File: config.mk
export PLATFORM = sky130hd
export DESIGN_NAME = sum_ascii_framer
export DESIGN_NICKNAME = d
export VERILOG_FILES = /design/src/rtl/sum_ascii_framer_pkg.sv /design/src/rtl/sum_bcd_split.sv /design/src/rtl/sum_ascii_framer.sv
export SDC_FILE = /design/constraint.sdc
export NUM_CORES = 1
export LEC_CHECK = 0
export CAP_MARGIN = 20
export CORE_UTILIZATION = 53
export DETAILED_ROUTE_END_ITERATION = 7
export PLACE_DENSITY = 0.79
export SKIP_LAST_GASP = 1
export SYNTH_ARGS = -nofsm -noshare
export SYNTH_HDL_FRONTEND = slang
export SYNTH_SLANG_ARGS = --single-unit
export TNS_END_PERCENT = 1
File: constraint.sdc
create_clock -name clk -period 5.9 [get_ports clk]
set_input_delay 1.18 -clock clk [delete_from_list [all_inputs] [get_ports clk]]
set_output_delay 1.18 -clock clk [all_outputs]
set_load 0.05 [all_outputs]
File: src/rtl/sum_ascii_framer_pkg.sv
// sum_ascii_framer_pkg: FSM states, ASCII constants and frame byte selection for the sum framer.
package sum_ascii_framer_pkg;
   typedef enum logic [2:0] {IDLE, LOAD, STROBE, WAIT_HI, WAIT_LO, NEXT} state_t;
   localparam logic [7:0] ASCII_ZERO = 8'h30;
   localparam logic [7:0] ASCII_CR = 8'h0D;
   localparam logic [7:0] ASCII_LF = 8'h0A;
   localparam int FRAME_LEN_CRLF = 4;
   localparam int FRAME_LEN_BARE = 2;
   function automatic logic [7:0] frame_byte(input logic [1:0] idx, input logic [1:0] tens, input logic [3:0] ones);
      return idx == 2'd0 ? ASCII_ZERO + {6'd0, tens} :
             idx == 2'd1 ? ASCII_ZERO + {4'd0, ones} :
             idx == 2'd2 ? ASCII_CR : ASCII_LF;
   endfunction
endpackage

File: src/rtl/sum_bcd_split.sv
// sum_bcd_split: splits a 0..31 value into a decimal tens digit and ones digit.
module sum_bcd_split (
   input  logic [4:0] sum,
   output logic [1:0] tens,
   output logic [3:0] ones
);
   logic [4:0] off;
   always_comb begin
      tens = sum >= 5'd30 ? 2'd3 : sum >= 5'd20 ? 2'd2 : sum >= 5'd10 ? 2'd1 : 2'd0;
      off = sum >= 5'd30 ? 5'd30 : sum >= 5'd20 ? 5'd20 : sum >= 5'd10 ? 5'd10 : 5'd0;
      ones = 4'(sum - off);
   end
endmodule

File: src/rtl/sum_ascii_framer.sv
// sum_ascii_framer: sends a captured 5-bit sum as two ASCII digits (plus optional CR LF)
// through a busy/enable UART handshake; all outputs are registered.
module sum_ascii_framer
   import sum_ascii_framer_pkg::*;
#(
   parameter bit SEND_CRLF = 1'b1
) (
   input  logic       clk,
   input  logic       reset,
   input  logic       sum_valid,
   input  logic [4:0] sum_in,
   input  logic       uart_tx_busy,
   output logic       uart_tx_en,
   output logic [7:0] uart_tx_data,
   output logic       busy,
   output logic       frame_done,
   output logic       overrun
);
   localparam logic [1:0] LAST = SEND_CRLF ? 2'(FRAME_LEN_CRLF - 1) : 2'(FRAME_LEN_BARE - 1);
   state_t state, state_n;
   logic [4:0] sum_r, sum_n;
   logic [1:0] idx, idx_n;
   logic [1:0] tens;
   logic [3:0] ones;
   logic       en_n, busy_n, done_n, overrun_n;
   logic [7:0] data_n;

   sum_bcd_split split (
      .sum (sum_r),
      .tens(tens),
      .ones(ones)
   );

   // frame_done is raised while still in NEXT, so a sum_valid in that cycle counts as an overrun
   always_comb begin
      state_n = state;
      sum_n = sum_r;
      idx_n = idx;
      en_n = 1'b0;
      data_n = uart_tx_data;
      done_n = 1'b0;
      overrun_n = overrun | (sum_valid && state != IDLE);
      case (state)
         IDLE: if (sum_valid) begin
            sum_n = sum_in;
            state_n = LOAD;
         end
         LOAD: begin
            idx_n = 2'd0;
            data_n = frame_byte(2'd0, tens, ones);
            state_n = STROBE;
         end
         STROBE: if (!uart_tx_busy) begin
            en_n = 1'b1;
            state_n = WAIT_HI;
         end
         WAIT_HI: if (uart_tx_busy) state_n = WAIT_LO;
         WAIT_LO: if (!uart_tx_busy) begin
            done_n = idx == LAST;
            state_n = NEXT;
         end
         NEXT: if (idx != LAST) begin
            idx_n = idx + 2'd1;
            data_n = frame_byte(idx + 2'd1, tens, ones);
            state_n = STROBE;
         end else state_n = IDLE;
         default: state_n = IDLE;
      endcase
      busy_n = state_n != IDLE;
   end

   always_ff @(posedge clk) begin
      if (reset) begin
         state <= IDLE;
         sum_r <= '0;
         idx <= '0;
         uart_tx_en <= 1'b0;
         uart_tx_data <= '0;
         busy <= 1'b0;
         frame_done <= 1'b0;
         overrun <= 1'b0;
      end else begin
         state <= state_n;
         sum_r <= sum_n;
         idx <= idx_n;
         uart_tx_en <= en_n;
         uart_tx_data <= data_n;
         busy <= busy_n;
         frame_done <= done_n;
         overrun <= overrun_n;
      end
   end
endmodule

==> run_summary.xml, run 1 <==
<?xml version="1.0" encoding="UTF-8"?>
<metrics>
  <group name="floorplan">
    <metric name="die-height" unit="um">45.5</metric>
    <metric name="die_span_x" unit="um">45.5</metric>
    <metric name="initial_utilization" unit="%">57.4</metric>
    <metric name="floorplan_row_count" unit="">15</metric>
    <metric name="design.die.area" unit="sq mm">0.00207</metric>
    <metric name="design.core.area" unit="sq mm">0.00175</metric>
    <metric name="io_pins" unit="">21</metric>
  </group>
  <group name="flow_run">
    <metric name="max_cap_viol_count" unit="">0</metric>
  </group>
  <group name="power">
    <metric name="vdd_drop_max" unit="V">0.000161</metric>
    <metric name="power_leakage" unit="nW">0.436</metric>
    <metric name="finalPower" unit="mW">0.275</metric>
    <metric name="power_per_cell_area" unit="mW/mm^2">233</metric>
  </group>
  <group name="placement">
    <metric name="numPortBuffers" unit="">18</metric>
    <metric name="dp_hpwl" unit="mm">1.25</metric>
    <metric name="routabilityCongestion" unit="">0.744</metric>
  </group>
  <group name="clock_network">
    <metric name="cts_hold_repair.buffers" unit="">0</metric>
    <metric name="cts-buffers-inserted" unit="">3</metric>
    <metric name="cts-root-to-sink-buffers" unit="">2</metric>
    <metric name="cts_tree" unit="">built</metric>
    <metric name="postCtsSetupBuffers" unit="">0</metric>
    <metric name="numClockSinks" unit="">19</metric>
    <metric name="root_buffer" unit="">clkbuf_4</metric>
    <metric name="cts-htree-levels" unit="">1</metric>
    <metric name="post_cts.resized_instances" unit="">0</metric>
    <metric name="worst_skew_pair.late_latency" unit="ps">290</metric>
    <metric name="clk_pin_slew" unit="ps">110</metric>
  </group>
  <group name="synth">
    <metric name="edff_count_synth" unit="">0</metric>
    <metric name="post_synth_main_area_contributors" unit="">dfxtp_1, nor2_1, a21oi_1, ha_1, mux2i_1</metric>
    <metric name="yosysWarnings" unit="">0</metric>
    <metric name="ys_seq_elements" unit="">19</metric>
    <metric name="yosysTopAreaCell" unit="">dfxtp_1</metric>
    <metric name="netlist_top_cells_count" unit="">dfxtp_1, nor2_1, a21oi_1, nand2_1, inv_1</metric>
    <metric name="dominantRegCellSynth" unit="">dfxtp_1</metric>
    <metric name="synth.most_common_cell" unit="">dfxtp_1</metric>
    <metric name="postSynth.asyncResetShare" unit="%">0</metric>
    <metric name="synth.top_cell.area_share" unit="%">38.0</metric>
    <metric name="synth.yosys.seq_area_share" unit="%">38.0</metric>
    <metric name="netlist_instances" unit="">111</metric>
    <metric name="mapped_cell_area" unit="sq mm">0.00100</metric>
    <metric name="ys_types" unit="">38</metric>
    <metric name="avgSynthCellArea" unit="sq um">9.03</metric>
  </group>
  <group name="timing">
    <metric name="slew_violations" unit="">0</metric>
    <metric name="finalSetupTns" unit="ps">0</metric>
    <metric name="slew_headroom" unit="%">55.3</metric>
    <metric name="tightest_slew" unit="ps">668</metric>
    <metric name="fmax" unit="MHz">380</metric>
    <metric name="final_critical_period" unit="ps">2630</metric>
    <metric name="hold_slack" unit="ps">467</metric>
    <metric name="finalCritPeriodShare" unit="%">44.6</metric>
    <metric name="setup_violations" unit="">0</metric>
    <metric name="grt_setup_unrepaired" unit="">no</metric>
    <metric name="final.setup_skew" unit="ps">5.51</metric>
    <metric name="finalHoldViolations" unit="">0</metric>
  </group>
  <group name="global_route">
    <metric name="grt_util_met1" unit="%">27.9</metric>
    <metric name="globalRoute.totalOverflow" unit="">0</metric>
    <metric name="maximum_number_of_pins_on_one_net_before_global_route_repair" unit="">19</metric>
    <metric name="grt_most_used_layer" unit="">met2</metric>
    <metric name="first_global_vias" unit="">728</metric>
    <metric name="grt_util_met3" unit="%">2.38</metric>
    <metric name="initial_antenna_violation_count" unit="">0</metric>
    <metric name="grt_pass1_wl" unit="mm">3.06</metric>
    <metric name="grt.met2_usage" unit="%">32.6</metric>
    <metric name="grt.total_usage" unit="%">20.3</metric>
  </group>
  <group name="route">
    <metric name="route.vias.total" unit="">785</metric>
    <metric name="number_of_optimization_iterations_in_the_first_detailed_route_pass" unit="">4</metric>
    <metric name="drt-vias-per-instance" unit="">5.23</metric>
    <metric name="finalWirelength" unit="mm">1.69</metric>
    <metric name="routedWlPerCell" unit="um">11.2</metric>
    <metric name="detail_route.drc_violations" unit="">0</metric>
    <metric name="drt.antenna.violating_nets" unit="">0</metric>
    <metric name="drt-initial-drc-count" unit="">9</metric>
  </group>
  <group name="setup_path">
    <metric name="number_of_buffer_and_inverter_stages_on_the_critical_path" unit="">1</metric>
    <metric name="worstSetupPathType" unit="">register to output port</metric>
    <metric name="cell_by_cell_trace_of_the_critical_path" unit="">clkdlybuf4s50_1</metric>
    <metric name="critical-path-slowest-cell" unit="">clkdlybuf4s50_1</metric>
    <metric name="cp_top_family" unit="">buffers and inverters</metric>
    <metric name="worst_path_largest_cell_delay" unit="ps">800</metric>
    <metric name="critPathMaxFanout" unit="">2</metric>
    <metric name="critical_path_required_time" unit="ps">4720</metric>
    <metric name="type_of_destination_of_the_critical_path" unit="">output port</metric>
    <metric name="cp_data_arrival_time" unit="ps">1450</metric>
    <metric name="startpoint_type_of_the_worst_setup_path" unit="">register</metric>
  </group>
  <group name="cells_and_area">
    <metric name="areaGrowthSynthToFinish" unit="%">17.7</metric>
    <metric name="drive_gt1_share" unit="%">7.20</metric>
    <metric name="num_antenna_cells" unit="">0</metric>
    <metric name="nets" unit="">140</metric>
  </group>
  <group name="min_path">
    <metric name="hp-class" unit="">register to register</metric>
  </group>
  <group name="status">
    <metric name="status" unit="">finished clean</metric>
  </group>
</metrics>
==> report_power, final <==
| group | total, mW | switching (mW) | internal (mW) |
|---|---|---|---|
| clock | 0.0665 | 0.0402 | 0.0262 |
| combinational | 0.0646 | 0.0373 | 0.0273 |
| sequential | 0.144 | 0.00840 | 0.136 |
==> cell families (layout without fill, tap and decap cells) <==
| family | count (synthesis) | in the layout | synth area share [%] |
|---|---|---|---|
| simple gates | 45 | 45 | 26.6 |
| compound gates | 22 | 22 | 14.9 |
| flops | 19 | 19 | 38.0 |
| buf+inv | 14 | 27 | 8.24 |
| fa+ha+maj | 6 | 6 | 7.99 |
| mux | 4 | 4 | 4.00 |
| other cells | 1 | 2 | 0.374 |
==> worst reg2reg max path, cell delays in order (launching register included) <==
cell      delay [ps]
dfxtp_1          350
nand2b_1         150
and3_1           190
or2_2            290
ha_1             190
fa_1             380
inv_1             60
nor2_1            40
mux2i_1          140
a21oi_1           80
==> sequential cells by signal (all words and copies together) (netlist names) <==
register,count
uart_tx_en,1
overrun,1
state,3
sum_r,5
busy,1
frame_done,1
uart_tx_data,5
idx,2
==> routing by layer <==
layer,vias up,share of wire [%]
li1,404,-
met1,364,50
met2,15,46
met3,2,3.3
met4,0,0.83
met5,-,0
==> final cells by class <==
cell class	count	area, sq um
tap	25	31.3
clock buffer	4	26.3
multi-input combinational	79	543
fill	158	566
timing repair buffer	18	180
inverter	5	18.8
sequential	19	380
==> placed cells by master (no fill, tap or decap), types with 2 or more instances in the layout <==
cell and n:
nand3_1 2, conb_1 2, nor2b_1 3, dfxtp_1 19, inv_1 5, clkdlybuf4s50_1 18
clkbuf_4 3, nor2_1 16, nand2_1 6, mux2i_1 4, or3_1 2, ha_1 4
nand3b_1 3, o21ai_0 3, a21oi_1 11, o21a_1 2
==> metrics by stage <==
stage / instances / instance area, sq um / utilization (%) / worst slack [ps]
floorplan: 112 / 1010 / - / 3810
global placement: 146 / 1150 / 66.1 / 3190
finish: 150 / 1180 / 67.6 / 3270
global route: 150 / 1180 / 67.6 / 3220
CTS: 150 / 1180 / 67.6 / 3260
detailed placement: 146 / 1150 / 66.1 / 3160
==> final timing paths <==
path | from | endpoint | slack (ps) | depth (start not counted)
worst min register to register | uart_tx_data[1] | uart_tx_data[1] | 470 | 2
worst min-delay path | uart_tx_data[1] | uart_tx_data[1] | 470 | 2
worst max register to register | sum_r[2] | uart_tx_data[3] | 3900 | 9
worst max-delay path | uart_tx_data[0] | uart_tx_data[0] | 3270 | 1
Note: power is estimated with default switching activity, not from simulation.
==> run 2: changes to the inputs <==
Settings changed: CORE_UTILIZATION 53 to 49, PLACE_DENSITY 0.79 to 0.74.
Clock period 5.9 ns to 2.5 ns, I/O delays scaled along.
==> run_summary.xml, run 2 (synthesis results as in run 1) <==
<?xml version="1.0" encoding="UTF-8"?>
<metrics>
  <group name="status">
    <metric name="status" unit="">finished clean</metric>
  </group>
  <group name="floorplan">
    <metric name="initial_utilization" unit="%">55.1</metric>
    <metric name="io_pins" unit="">21</metric>
    <metric name="design.core.area" unit="sq mm">0.00182</metric>
    <metric name="design.die.area" unit="sq mm">0.00223</metric>
    <metric name="die_span_x" unit="um">47.2</metric>
    <metric name="die-height" unit="um">47.2</metric>
    <metric name="floorplan_row_count" unit="">15</metric>
  </group>
  <group name="route">
    <metric name="finalWirelength" unit="mm">1.94</metric>
    <metric name="drt.antenna.violating_nets" unit="">0</metric>
    <metric name="detail_route.drc_violations" unit="">0</metric>
    <metric name="drt-vias-per-instance" unit="">5.17</metric>
    <metric name="number_of_optimization_iterations_in_the_first_detailed_route_pass" unit="">4</metric>
    <metric name="routedWlPerCell" unit="um">12.8</metric>
    <metric name="route.vias.total" unit="">780</metric>
    <metric name="drt-initial-drc-count" unit="">23</metric>
  </group>
  <group name="power">
    <metric name="sequential_group_share_of_total_power" unit="%">52.3</metric>
    <metric name="power.clock.fraction" unit="%">23.5</metric>
    <metric name="power_per_cell_area" unit="mW/mm^2">549</metric>
    <metric name="vdd_drop_max" unit="V">0.000355</metric>
    <metric name="power_leakage" unit="nW">0.441</metric>
    <metric name="intPower" unit="mW">0.449</metric>
    <metric name="power_share_of_the_combinational_group" unit="%">24.2</metric>
    <metric name="sw_frac_of_total" unit="%">31.2</metric>
    <metric name="power_switching" unit="mW">0.203</metric>
    <metric name="finalPower" unit="mW">0.652</metric>
  </group>
  <group name="timing">
    <metric name="final_critical_period" unit="ps">2020</metric>
    <metric name="finalHoldViolations" unit="">0</metric>
    <metric name="setup_violations" unit="">0</metric>
    <metric name="finalCritPeriodShare" unit="%">80.8</metric>
    <metric name="grt_setup_unrepaired" unit="">no</metric>
    <metric name="slew_violations" unit="">0</metric>
    <metric name="slew_headroom" unit="%">63.4</metric>
    <metric name="hold_slack" unit="ps">483</metric>
    <metric name="setup_ws" unit="ps">479</metric>
    <metric name="fmax" unit="MHz">495</metric>
    <metric name="tightest_slew" unit="ps">547</metric>
    <metric name="final.setup_skew" unit="ps">0.778</metric>
    <metric name="finalSetupTns" unit="ps">0</metric>
  </group>
  <group name="clock_network">
    <metric name="post_cts.resized_instances" unit="">0</metric>
    <metric name="clk_pin_slew" unit="ps">100</metric>
    <metric name="cts_tree" unit="">built</metric>
    <metric name="cts-htree-levels" unit="">1</metric>
    <metric name="cts-buffers-inserted" unit="">3</metric>
    <metric name="worst_skew_pair.late_latency" unit="ps">290</metric>
    <metric name="numClockSinks" unit="">19</metric>
    <metric name="cts-root-to-sink-buffers" unit="">2</metric>
    <metric name="postCtsSetupBuffers" unit="">0</metric>
    <metric name="root_buffer" unit="">clkbuf_4</metric>
    <metric name="cts_hold_repair.buffers" unit="">0</metric>
  </group>
  <group name="setup_path">
    <metric name="critPathMaxFanout" unit="">5</metric>
    <metric name="type_of_destination_of_the_critical_path" unit="">register</metric>
    <metric name="worstSetupPathType" unit="">register to register</metric>
    <metric name="worst_r2r_path_depth" unit="">7</metric>
    <metric name="worst_r2r_startpoint" unit="">sum_r[4]</metric>
    <metric name="crit_path_start" unit="">sum_r[4]</metric>
    <metric name="cp_data_arrival_time" unit="ps">2250</metric>
    <metric name="critical_path_required_time" unit="ps">2730</metric>
    <metric name="startpoint_type_of_the_worst_setup_path" unit="">register</metric>
  </group>
  <group name="min_path">
    <metric name="hp-class" unit="">register to register</metric>
    <metric name="hold_depth" unit="">2</metric>
    <metric name="holdCritStartpoint" unit="">uart_tx_data[1]</metric>
  </group>
  <group name="cells_and_area">
    <metric name="num_antenna_cells" unit="">0</metric>
    <metric name="reg_top3" unit="">sum_r x5, uart_tx_data x5, state x3</metric>
    <metric name="drive_gt1_share" unit="%">7.94</metric>
    <metric name="final_cell_area" unit="sq mm">0.00119</metric>
    <metric name="areaGrowthSynthToFinish" unit="%">18.5</metric>
    <metric name="nets" unit="">141</metric>
    <metric name="mostFrequentLayoutCell" unit="">dfxtp_1</metric>
    <metric name="final_std_cells_w_o_fill" unit="">151</metric>
    <metric name="layout.core_utilization" unit="%">65.2</metric>
    <metric name="layout.cells.most_common_list" unit="">dfxtp_1, clkdlybuf4s50_1, nor2_1</metric>
  </group>
  <group name="placement">
    <metric name="dp_cells" unit="">147</metric>
    <metric name="dp_hpwl" unit="mm">1.43</metric>
    <metric name="placedInstanceArea" unit="sq mm">0.00116</metric>
    <metric name="routabilityCongestion" unit="">0.737</metric>
    <metric name="detailedPlace.worstSlack" unit="ps">510</metric>
    <metric name="numPortBuffers" unit="">18</metric>
  </group>
  <group name="global_route">
    <metric name="first_global_vias" unit="">699</metric>
    <metric name="grt.total_usage" unit="%">20.1</metric>
    <metric name="maximum_number_of_pins_on_one_net_before_global_route_repair" unit="">16</metric>
    <metric name="initial_antenna_violation_count" unit="">0</metric>
    <metric name="globalRoute.totalOverflow" unit="">0</metric>
    <metric name="grt_pass1_wl" unit="mm">3.12</metric>
  </group>
  <group name="flow_run">
    <metric name="max_cap_viol_count" unit="">0</metric>
  </group>
</metrics>
## run 2: layout make-up
class                           count  area, sq um
Clock buffer                        4         26.3
Fill cell                         173          633
Inverter                            5         18.8
Multi-Input combinational cell     79          543
Sequential cell                    19          380
Tap cell                           25         31.3
Timing Repair Buffer               19          188
## run 2: worst paths after layout
check / endpoint / slack [ps]
max reg2reg: uart_tx_data[2] / 480
max: uart_tx_data[2] / 480
min: uart_tx_data[1] / 480
min reg2reg: uart_tx_data[1] / 480
## run 2: per-layer routing
metal	GRT usage, %	vias to the layer above	routed length, um
li1	-	405	-
met1	29.2	351	967
met2	29.9	20	883
met3	3.46	4	69
met4	6.86	0	17
met5	0	-	0
## run 2: power by group through the flow
stage	registers, mW	logic (mW)	clock network (mW)
after CTS	0.341	0.158	0.158
final	0.341	0.157	0.153
after detailed placement	0.348	0.157	0
after floorplan	0.366	0.0997	0
after global routing	0.344	0.170	0.171
after global placement	0.346	0.154	0
## run 2: worst max-delay path, cell delays in order, from the launching register on
cell and delay [ps]:
dfxtp_1 410, nand2b_1 90, and3_1 190, or2_2 300
ha_1 190, fa_1 430, a21o_1 180, a21oi_1 150
==> run 3: changes to the inputs <==
Settings changed: CORE_UTILIZATION 49 to 44, PLACE_DENSITY 0.74 to 0.7.
Clock period 2.5 ns to 1.65 ns, I/O delays scaled along.
==> run_summary.xml, run 3 (synthesis results as in run 1) <==
<?xml version="1.0" encoding="UTF-8"?>
<metrics>
  <group name="power">
    <metric name="power_per_cell_area" unit="mW/mm^2">792</metric>
    <metric name="power_leakage" unit="nW">0.500</metric>
    <metric name="vdd_drop_max" unit="V">0.000534</metric>
    <metric name="sequential_group_share_of_total_power" unit="%">51.8</metric>
    <metric name="power_switching" unit="mW">0.302</metric>
    <metric name="sw_frac_of_total" unit="%">30.2</metric>
    <metric name="intPower" unit="mW">0.697</metric>
    <metric name="power.clock.fraction" unit="%">22.4</metric>
    <metric name="power_share_of_the_combinational_group" unit="%">25.9</metric>
  </group>
  <group name="timing">
    <metric name="finalSetupTns" unit="ps">-202</metric>
    <metric name="finalHoldViolations" unit="">0</metric>
    <metric name="final.setup_skew" unit="ps">3.09</metric>
    <metric name="slew_violations" unit="">0</metric>
    <metric name="fmax" unit="MHz">560</metric>
    <metric name="grt_setup_unrepaired" unit="">yes</metric>
    <metric name="hold_slack" unit="ps">468</metric>
    <metric name="final_critical_period" unit="ps">1790</metric>
    <metric name="finalCritPeriodShare" unit="%">108</metric>
    <metric name="setup_violations" unit="">2</metric>
    <metric name="setup_ws" unit="ps">-135</metric>
  </group>
  <group name="setup_path">
    <metric name="rrSetupSlack" unit="ps">-140</metric>
    <metric name="crit_path_start" unit="">sum_r[2]</metric>
    <metric name="critical_path_required_time" unit="ps">1830</metric>
    <metric name="startpoint_type_of_the_worst_setup_path" unit="">register</metric>
    <metric name="regToRegEndpoint" unit="">uart_tx_data[2]</metric>
    <metric name="type_of_destination_of_the_critical_path" unit="">register</metric>
    <metric name="cp_data_arrival_time" unit="ps">1970</metric>
    <metric name="worst_r2r_path_depth" unit="">7</metric>
    <metric name="worst_r2r_startpoint" unit="">sum_r[2]</metric>
    <metric name="worstSetupPathType" unit="">register to register</metric>
    <metric name="critPathMaxFanout" unit="">3</metric>
  </group>
  <group name="global_route">
    <metric name="grt_pass1_wl" unit="mm">3.05</metric>
    <metric name="grt.total_usage" unit="%">16.1</metric>
    <metric name="globalRoute.totalOverflow" unit="">0</metric>
    <metric name="maximum_number_of_pins_on_one_net_before_global_route_repair" unit="">14</metric>
    <metric name="first_global_vias" unit="">739</metric>
    <metric name="initial_antenna_violation_count" unit="">0</metric>
  </group>
  <group name="cells_and_area">
    <metric name="nets" unit="">149</metric>
    <metric name="drive_gt1_share" unit="%">26.1</metric>
    <metric name="areaGrowthSynthToFinish" unit="%">25.8</metric>
    <metric name="num_antenna_cells" unit="">0</metric>
    <metric name="layout.cells.most_common_list" unit="">buf_4, nor2_1, dfxtp_1</metric>
    <metric name="mostFrequentLayoutCell" unit="">buf_4</metric>
    <metric name="final_std_cells_w_o_fill" unit="">161</metric>
    <metric name="reg_top3" unit="">sum_r x5, uart_tx_data x5, state x3</metric>
  </group>
  <group name="route">
    <metric name="drt-initial-drc-count" unit="">6</metric>
    <metric name="number_of_optimization_iterations_in_the_first_detailed_route_pass" unit="">4</metric>
    <metric name="finalWirelength" unit="mm">1.81</metric>
    <metric name="routedWlPerCell" unit="um">11.3</metric>
    <metric name="route.vias.total" unit="">811</metric>
    <metric name="drt-vias-per-instance" unit="">5.04</metric>
    <metric name="drt.antenna.violating_nets" unit="">0</metric>
    <metric name="detail_route.drc_violations" unit="">0</metric>
  </group>
  <group name="clock_network">
    <metric name="cts-root-to-sink-buffers" unit="">2</metric>
    <metric name="cts_hold_repair.buffers" unit="">0</metric>
    <metric name="cts-htree-levels" unit="">1</metric>
    <metric name="numClockSinks" unit="">19</metric>
    <metric name="cts_tree" unit="">built</metric>
    <metric name="clk_pin_slew" unit="ps">100</metric>
    <metric name="worst_skew_pair.late_latency" unit="ps">280</metric>
    <metric name="root_buffer" unit="">clkbuf_4</metric>
    <metric name="cts-buffers-inserted" unit="">3</metric>
  </group>
  <group name="floorplan">
    <metric name="initial_utilization" unit="%">49.1</metric>
    <metric name="design.core.area" unit="sq mm">0.00204</metric>
    <metric name="die_span_x" unit="um">49.7</metric>
    <metric name="floorplan_row_count" unit="">16</metric>
    <metric name="io_pins" unit="">21</metric>
    <metric name="design.die.area" unit="sq mm">0.00247</metric>
    <metric name="die-height" unit="um">49.7</metric>
  </group>
  <group name="placement">
    <metric name="numPortBuffers" unit="">18</metric>
    <metric name="routabilityCongestion" unit="">0.812</metric>
    <metric name="dp_hpwl" unit="mm">1.42</metric>
    <metric name="detailedPlace.worstSlack" unit="ps">-149</metric>
    <metric name="dp_cells" unit="">156</metric>
  </group>
  <group name="min_path">
    <metric name="hp-class" unit="">register to register</metric>
    <metric name="hold_depth" unit="">2</metric>
    <metric name="holdCritStartpoint" unit="">uart_tx_data[1]</metric>
    <metric name="holdPathEnd" unit="">uart_tx_data[1]</metric>
  </group>
  <group name="flow_run">
    <metric name="max_cap_viol_count" unit="">0</metric>
  </group>
  <group name="status">
    <metric name="status" unit="">complete, but fails checks</metric>
    <metric name="failed_checks" unit="">setup timing</metric>
  </group>
</metrics>
[run 3: area by class of cell]
class	instances	area (sq um)
Clock buffer	4	26.3
Timing Repair Buffer	27	223
Sequential cell	19	387
Inverter	5	18.8
Multi-Input combinational cell	79	573
Fill cell	185	781
Tap cell	27	33.8
[run 3: power groups by stage]
| stage | clock network, mW | registers [mW] | logic (mW) |
|---|---|---|---|
| 6_report | 0.223 | 0.517 | 0.258 |
| 5_1_grt | 0.259 | 0.522 | 0.279 |
| 4_1_cts | 0.233 | 0.517 | 0.260 |
| 3_5_place_dp | 0 | 0.529 | 0.256 |
| 3_3_place_gp | 0 | 0.527 | 0.253 |
| 2_1_floorplan | 0 | 0.557 | 0.160 |
[run 3: worst max path at each step]
stage / cells past startpoint / slack, ps / endpoint
after CTS: 7 / -130 / uart_tx_data[2]
after global placement: 7 / -100 / uart_tx_data[2]
final: 7 / -140 / uart_tx_data[2]
after floorplan: 7 / -80 / uart_tx_data[2]
after global routing: 7 / -180 / uart_tx_data[2]
after detailed placement: 7 / -150 / uart_tx_data[2]
[run 3: worst max-delay path, stage by stage, from the launching register on]
cell and delay, ps:
dfxtp_2 340, nand2b_4 140, and3_4 140, or2_4 230
ha_4 160, fa_2 510, a21o_1 110, a21oi_1 60
[run 3: what timing repair did]
item | CTS | global route
setup endpoints to repair | 2 | 2
buffers inserted | 1 | 0
resized for setup | 1 | 2
gates cloned | 0 | 0
pin swaps | 0 | 0
[run 3: per-stage QoR]
stage	area (sq um)	util (%)	power, mW
2_1_floorplan	1040	-	0.718
3_3_place_gp	1220	59.9	0.780
3_5_place_dp	1220	59.9	0.785
4_1_cts	1260	61.7	1.01
5_1_grt	1260	61.8	1.06
6_report	1260	61.8	0.999
[run 3: per-layer routing]
layer	up-vias	part of all wire [%]	GRT usage, %
li1	422	-	-
met1	374	47	18.8
met2	13	49	28.8
met3	2	2.5	3.70
met4	0	0.66	4.76
met5	-	0	0
